===== config.mk =====
export PLATFORM = sky130hd
export DESIGN_NAME = bus_arbiter
export DESIGN_NICKNAME = d
export VERILOG_FILES = /design/src/rtl/bus_arb_pkg.sv /design/src/rtl/bus_arbiter_rr_pick.sv /design/src/rtl/bus_arbiter.sv
export SDC_FILE = /design/constraint.sdc
export NUM_CORES = 1
export LEC_CHECK = 0
export CORE_MARGIN = 2
export CORE_UTILIZATION = 59
export DETAILED_ROUTE_END_ITERATION = 8
export DONT_BUFFER_PORTS = 1
export PLACE_DENSITY = 0.71
export SYNTH_ARGS = -nofsm -noshare
export SYNTH_HDL_FRONTEND = slang
export SYNTH_SLANG_ARGS = --single-unit

===== constraint.sdc =====
create_clock -name clk -period 1.7 [get_ports clk]
set_input_delay 0.34 -clock clk [delete_from_list [all_inputs] [get_ports clk]]
set_output_delay 0.34 -clock clk [all_outputs]
set_load 0.02 [all_outputs]

===== src/rtl/bus_arb_pkg.sv =====
// bus_arb_pkg: shared states and default sizes for the tri-state bus arbiter
package bus_arb_pkg;
    typedef enum logic [1:0] {IDLE, OWN, TURN} state_t;
    localparam int N_REQ_DEF    = 4;
    localparam int MAX_HOLD_DEF = 8;
    localparam int BUS_W        = 16;
endpackage


===== src/rtl/bus_arbiter_rr_pick.sv =====
// rr_pick: round-robin winner search starting just above the last owner
module rr_pick
    import bus_arb_pkg::*;
#(
    parameter int N_REQ = N_REQ_DEF
) (
    input  logic [N_REQ-1:0]         req,
    input  logic [$clog2(N_REQ)-1:0] last_owner,
    output logic [$clog2(N_REQ)-1:0] win,
    output logic                     valid
);
    localparam int OW = $clog2(N_REQ);

    // scan from the farthest candidate down to last_owner+1 so the nearest requester wins
    always_comb begin
        logic [OW-1:0] j;
        j     = '0;
        win   = '0;
        valid = |req;
        for (int i = N_REQ; i >= 1; i--) begin
            j = OW'((int'(last_owner) + i) % N_REQ);
            if (req[j]) win = j;
        end
    end
endmodule


===== src/rtl/bus_arbiter.sv =====
// bus_arbiter: round-robin owner of a shared tri-state bus with hold limit and dead turnaround cycle
module bus_arbiter
    import bus_arb_pkg::*;
#(
    parameter int N_REQ    = N_REQ_DEF,
    parameter int MAX_HOLD = MAX_HOLD_DEF
) (
    input  logic                     clk,
    input  logic                     rstIn,
    input  logic [N_REQ-1:0]         req,
    output logic [N_REQ-1:0]         gnt,
    output logic [N_REQ-1:0]         drv_en,
    output logic [$clog2(N_REQ)-1:0] owner,
    output logic                     bus_busy,
    output logic                     preempt
);
    localparam int OW = $clog2(N_REQ);
    localparam int HW = $clog2(MAX_HOLD);

    state_t         state, state_n;
    logic [HW-1:0]  hold_cnt, hold_n;
    logic [OW-1:0]  last_owner, last_n, owner_n, win;
    logic [N_REQ-1:0] gnt_n;
    logic           preempt_n, valid, others, limit, drop;

    rr_pick #(.N_REQ(N_REQ)) u_pick (
        .req        (req),
        .last_owner (last_owner),
        .win        (win),
        .valid      (valid)
    );

    // drivers share one register so they can never disagree
    assign drv_en = gnt;

    // next-state: OWN keeps or gives up the bus, IDLE and TURN both arbitrate
    always_comb begin
        state_n   = state;
        gnt_n     = gnt;
        owner_n   = owner;
        last_n    = last_owner;
        hold_n    = hold_cnt;
        preempt_n = 1'b0;
        others    = |(req & ~gnt);
        limit     = hold_cnt == HW'(MAX_HOLD - 1);
        drop      = !req[owner] || (limit && others);
        if (state == OWN) begin
            if (drop) begin
                state_n   = TURN;
                gnt_n     = '0;
                owner_n   = '0;
                hold_n    = '0;
                preempt_n = req[owner];
            end else begin
                hold_n = limit ? hold_cnt : hold_cnt + HW'(1);
            end
        end else if (valid) begin
            state_n = OWN;
            gnt_n   = N_REQ'(1) << win;
            owner_n = win;
            last_n  = win;
            hold_n  = '0;
        end else begin
            state_n = IDLE;
            gnt_n   = '0;
            owner_n = '0;
        end
    end

    // state and registered outputs; reset parks last_owner at the top so requester 0 wins first
    always_ff @(posedge clk or negedge rstIn) begin
        if (!rstIn) begin
            state      <= IDLE;
            gnt        <= '0;
            owner      <= '0;
            last_owner <= OW'(N_REQ - 1);
            hold_cnt   <= '0;
            bus_busy   <= 1'b0;
            preempt    <= 1'b0;
        end else begin
            state      <= state_n;
            gnt        <= gnt_n;
            owner      <= owner_n;
            last_owner <= last_n;
            hold_cnt   <= hold_n;
            bus_busy   <= |gnt_n;
            preempt    <= preempt_n;
        end
    end
endmodule


==> impl_results.md, run 1 <==
- Die X: 41.7 um
- RSZ-0062 raised after global routing: false
- Initial DRC Count: 2
- Largest net degree at the start of global routing: 16
- Synthesized area: 840 um^2
- Maximum VDD drop: 1090 uV
- Maxcap violations: 0
- Crit share post-route: 89.6%
- Worst Hold Path Cells: 3
- CP Launch Type: register
- Top achievable clock speed: 656 MHz
- Final setup viols: 0
- R2R Setup Slk: 0.18 ns
- Inserted Clock Buffers: 3
- Remaining DRCs: 0
- Hold Crit Class: input pin to register
- Share of the yosys chip area belonging to registers: 45.0%
- Total chip power: 1.72 mW
- Post-Syn Area per Cell: 10.9 um^2
- Crit path cell chain: nand2b_1 > a21oi_1 > a2111oi_4 > a22o_1
- Cell family with most CP delay: compound AO/OA/AOI/OAI gates
- Hold WS: 0.340 ns
- Worst Skew: 0.000518 ns
- Measured slew at the worst slew-check pin: 0.650 ns
- # Post-CTS Setup Buffers: 0
- WS Path Type: register to register
- Die ar.: 1740 um^2
- H-tree levels: 1
- ANT cells: 0
- Critical path depth: 4
- Buf/Inv on CP: 0
- Status: finished clean
- Share of cells above drive strength 1: 20.5%
- Max-slew violation count: 0
- Overall routed net length: 1590 um
- Slew margin rel.: 56.5%
- Min Tclk post-route: 1.52 ns
- Pwr Density: 1890 nW/um^2
- Dominant cells by area after synthesis: dfrtp_1 (39%), dfstp_2 (6.3%), nand2_1 (4.9%)
- Vias in the first global route: 617
- Vias/cell: 6.09
- Setup TNS: 0 ns
- Leak: 0.405 nW
- DPL Wire Length: 1230 um
- Final cell count without fillers: 98
- Routed vias: 597
- Clock tree buffer depth: 2
- CTS root buf: clkbuf_4
- EDFF count, synth: 0
- Unique masters post-synth: 30
- Wire per inst: 16.2 um
- Antenna violations before repair: 0
- Max FO, Critical Path: 6
- DR pass1 iterations: 4
- Total track usage: 20.5%
- Cell Rows: 13
- Reg clk slew, reported paths: 0.09 ns
- Worst Path Arrival: 1.75 ns
- Area Growth Syn to Fin: 8.05%
- Required @ worst endpoint: 1.92 ns
- Ports: 18
- CTS tree: done
- Clk_lat worst skew: 0.28 ns
- Primary FF master, synth: dfrtp_1
- Synth Instances: 77
- Post-synth top area share: 38.7%
- Initial core utilization: 63.7%
- Worst reg-to-reg path cell count: 4
- FF+latch count, synth: 15
- First-pass GRT wire length: 2750 um
- Synthesized net count: 85
- Critical path's slowest cell: dfstp_2
- Crit-path max cell delay: 0.58 ns
- Clock tree sinks: 15
- Final-stage net count: 92
- Final Hold Viols: 0
- # port buffers: 0
- Critical path capture point type: register
- Core area: 1320 um^2
- Routability cong.: 0.838
- Yosys warns: 0
- Cell accounting for the most synthesized area: dfrtp_1
- Grt ovf: 0
- Placed insts: 93
- Synth async-reset ratio: 100%
- Die H: 41.7 um
- Final Util: 68.9%
- ANT nets after route: 0
[synth_stat cells, types with 2 or more instances]
master / number
a21o_1: 2
a21oi_1: 3
a22o_1: 3
buf_2: 2
buf_4: 4
dfrtp_1: 13
dfstp_2: 2
ha_1: 2
inv_1: 2
nand2_1: 11
nand2b_1: 3
nor2_1: 3
nor2b_1: 6
o21ai_1: 3
o22ai_1: 2
o32ai_1: 2
[per-layer routing]
layer  track usage, %  wire, um
met3             5.22        97
met1             26.8       723
met5                0         0
met4             6.45         6
met2             33.1       762
[kinds of logic (layout without fill, tap and decap cells)]
logic type	after synthesis	in the layout	share of synthesized area [%]
AO/OA/AOI/OAI	23	23	25.6
adder cells (fa/ha/maj)	2	2	2.98
buffers and inverters	8	14	5.66
flip-flops	15	15	45.0
multiplexers	2	2	3.87
AND/OR/NAND/NOR	27	27	16.8
[worst reg2reg max path, stage by stage, from the launching register on]
cell	delay (ns)
dfstp_2	0.58
nand2b_1	0.14
a21oi_1	0.12
a2111oi_4	0.44
a22o_1	0.19
[final timing paths]
path,start,end
worst min-delay path,req[1],bus_busy
worst min register to register,last_owner[0],last_owner[0]
worst max-delay path,last_owner[0],drv_en[3]
worst max register to register,last_owner[0],drv_en[3]
max in group asynchronous,rstIn,hold_cnt[1]
min in group asynchronous,rstIn,preempt
[per-stage QoR]
stage	setup slack, ns	instance area, um^2
floorplan	0.113	840
global placement	0.244	871
detailed placement	0.200	871
finish	0.177	907
global route	0.0893	907
CTS	0.185	907
[cells in the final DEF (no fill, tap or decap), types with 2 or more instances in the layout]
| cell type | synthesis | final |
|---|---|---|
| dfrtp_1 | 13 | 13 |
| a21o_1 | 2 | 2 |
| dfstp_2 | 2 | 2 |
| nand2b_1 | 3 | 3 |
| ha_1 | 2 | 2 |
| nor2_1 | 3 | 3 |
| buf_4 | 4 | 7 |
| o32ai_1 | 2 | 2 |
| a22o_1 | 3 | 3 |
| inv_1 | 2 | 2 |
| clkbuf_4 | 0 | 3 |
| o22ai_1 | 2 | 2 |
| a21oi_1 | 3 | 3 |
| nand2_1 | 11 | 11 |
| nor2b_1 | 6 | 6 |
| o21ai_1 | 3 | 3 |
[layout make-up]
type / instances / area, um^2
Multi-Input combinational cell: 54 / 414
Tap cell: 15 / 18.8
Clock buffer: 4 / 26.3
Timing Repair Buffer: 8 / 62.6
Inverter: 2 / 7.51
Sequential cell: 15 / 378
Fill cell: 95 / 410
[power breakdown]
| part | switching, mW | total [mW] | internal [mW] |
|---|---|---|---|
| clock | 0.111 | 0.202 | 0.0910 |
| sequential | 0.135 | 0.649 | 0.514 |
| combinational | 0.513 | 0.863 | 0.351 |
| total | 0.759 | 1.72 | 0.956 |
[flip-flops by register name (all words and copies together), names as in the netlist]
name        flops
drv_en          4
hold_cnt        3
last_owner      2
owner           2
state           2
bus_busy        1
preempt         1
[timing repair]
item	4_1_cts	5_1_grt
gates resized for setup	0	0
endpoints found under the hold margin	15	0
hold buffers	1	0
Note: power is estimated with default switching activity, not from simulation.
==> inputs of run 2 (changes only) <==
Settings changed: CORE_UTILIZATION 59 to 64, CTS_BUF_LIST set to sky130_fd_sc_hd__clkbuf_8, PLACE_DENSITY 0.71 to 0.76, RECOVER_POWER set to 25.
==> impl_results.md, run 2 (synthesis gave the netlist of run 1 again) <==
- Status: finished clean (unchanged)
- WS Path Type: register to register (unchanged)
- Slew margin rel.: 55.5% (was 56.5%)
- Area after DPL: 878 um^2 (was 871 um^2)
- Final-stage net count: 93 (was 92)
- Grt ovf: 0 (unchanged)
- Vias in the first global route: 680 (was 617)
- Wire per inst: 19.4 um (was 16.2 um)
- CTS tree: done (unchanged)
- R2r endpoint: drv_en[2] (was drv_en[3])
- Setup TNS: 0 ns (unchanged)
- Crit path capture: drv_en[2] (was drv_en[3])
- Area Growth Syn to Fin: 11.3% (was 8.05%)
- CP Launch Type: register (unchanged)
- Placed insts: 94 (was 93)
- CTS root buf: clkbuf_8 (was clkbuf_4)
- Die X: 40.2 um (was 41.7 um)
- First-pass GRT wire length: 2940 um (was 2750 um)
- ANT nets after route: 0 (unchanged)
- Measured slew at the worst slew-check pin: 0.665 ns (was 0.650 ns)
- Overall routed net length: 1920 um (was 1590 um)
- Die ar.: 1620 um^2 (was 1740 um^2)
- R2R Setup Slk: 0.13 ns (was 0.18 ns)
- Cell area after layout: 935 um^2 (was 907 um^2)
- Max-slew violation count: 0 (unchanged)
- Top achievable clock speed: 635 MHz (was 656 MHz)
- Vias/cell: 6.59 (was 6.09)
- Most common cell after layout, fill and taps aside: dfrtp_1 (unchanged)
- # Post-CTS Setup Buffers: 0 (unchanged)
- Ports: 18 (unchanged)
- Die H: 40.2 um (was 41.7 um)
- Max reg flops: 4 (unchanged)
- Core area: 1270 um^2 (was 1320 um^2)
- H-tree levels: 1 (unchanged)
- Inserted Clock Buffers: 3 (unchanged)
- Maximum VDD drop: 1040 uV (was 1090 uV)
- Worst reg-to-reg path cell count: 4 (unchanged)
- Hold WS: 0.428 ns (was 0.340 ns)
- RSZ-0062 raised after global routing: false (unchanged)
- Share of cells above drive strength 1: 22.6% (was 20.5%)
- Clock tree buffer depth: 2 (unchanged)
- Post-CTS sizing: 0 (unchanged)
- DPL Wire Length: 1260 um (was 1230 um)
- Final Hold Viols: 0 (unchanged)
- Critical path capture point type: register (unchanged)
- Routed vias: 652 (was 597)
- Critical Path Start: last_owner[0] (unchanged)
- Leak: 0.421 nW (was 0.405 nW)
- Most frequent cells in the layout: dfrtp_1 (13), nand2_1 (11), buf_4 (8), nor2b_1 (6) (was dfrtp_1 (13), nand2_1 (11), buf_4 (7), nor2b_1 (6))
- Total track usage: 29.2% (was 20.5%)
- Initial core utilization: 66.2% (was 63.7%)
- # port buffers: 0 (unchanged)
- Required @ worst endpoint: 1.88 ns (was 1.92 ns)
- Reg clk slew, reported paths: 0.07 ns (was 0.09 ns)
- Hold Crit Class: input pin to register (unchanged)
- Clk_lat worst skew: 0.25 ns (was 0.28 ns)
- Initial DRC Count: 22 (was 2)
- Maxcap violations: 0 (unchanged)
- Pwr Density: 2010 nW/um^2 (was 1890 nW/um^2)
- Worst Path Arrival: 1.76 ns (was 1.75 ns)
- Clock tree sinks: 15 (unchanged)
- Final cell count without fillers: 99 (was 98)
- Final setup viols: 0 (unchanged)
- Final Util: 73.7% (was 68.9%)
- Worst Skew: 0.00415 ns (was 0.000518 ns)
- Remaining DRCs: 0 (unchanged)
- Max FO, Critical Path: 6 (unchanged)
- Crit share post-route: 92.6% (was 89.6%)
- Worst r2r src: last_owner[0] (unchanged)
- Cell Rows: 13 (unchanged)
- ANT cells: 0 (unchanged)
- Routability cong.: 0.895 (was 0.838)
- DR pass1 iterations: 4 (unchanged)
- Largest net degree at the start of global routing: 16 (unchanged)
- Min Tclk post-route: 1.57 ns (was 1.52 ns)
- Antenna violations before repair: 0 (unchanged)
[run 2: cell count changes in the layout (fill, tap and decap cells not counted), sizes merged]
cell | previous run | this run
clkbuf | 4 | 3
clkinv | 0 | 1
buf | 7 | 8
[run 2: worst min path at each step]
stage / slack [ns] / cells after the start / start / to
floorplan: 0.04 / 0 / rstIn / bus_busy
finish: 0.43 / 3 / req[1] / state[0]
detailed placement: 0.04 / 0 / rstIn / bus_busy
global placement: 0.04 / 0 / rstIn / state[0]
CTS: 0.43 / 3 / req[1] / state[0]
global route: 0.45 / 3 / req[1] / bus_busy
[run 2: metal layers]
| metal | vias up | track usage [%] | share of wire (%) |
|---|---|---|---|
| met1 | 297 | 35.3 | 40 |
| met5 | - | 0 | 0 |
| met3 | 10 | 8.33 | 9.2 |
| met2 | 48 | 44.4 | 48 |
| li1 | 297 | - | - |
| met4 | 0 | 20.8 | 3.4 |
[run 2: where the power goes]
part           total [mW]  switching, mW  internal [mW]
clock               0.298          0.135          0.163
combinational       0.932          0.567          0.365
sequential          0.647          0.131          0.516
[run 2: repair_timing]
action	in CTS	in global routing
setup endpoints to repair	0	1
hold buffers	1	0
hold endpoints to repair	15	0
[run 2: layout make-up]
cell class | count | area [um^2]
Fill cell | 86 | 334
Clock buffer | 3 | 41.3
Multi-Input combinational cell | 54 | 414
Timing Repair Buffer | 9 | 70.1
Clock inverter | 1 | 5.00
Sequential cell | 15 | 378
Tap cell | 15 | 18.8
Inverter | 2 | 7.51
[run 2: per-stage QoR]
| step | power [mW] | worst slack (ns) |
|---|---|---|
| detailed placement | 1.54 | 0.194 |
| global route | 2.00 | 0.0273 |
| floorplan | 1.34 | 0.113 |
| finish | 1.88 | 0.126 |
| CTS | 1.87 | 0.0842 |
| global placement | 1.50 | 0.244 |
[run 2: worst max-delay path, cell delays in order, from the launching register on]
cell,delay [ns]
dfstp_2,0.58
nand2b_1,0.15
a21oi_1,0.12
a2111oi_4,0.43
a22o_1,0.22
==> inputs of run 3 (changes only) <==
Settings changed: CTS_CLUSTER_DIAMETER set to 200.
==> results of run 3 <==
Final layout, timing and power as in run 2 (identical DEF).
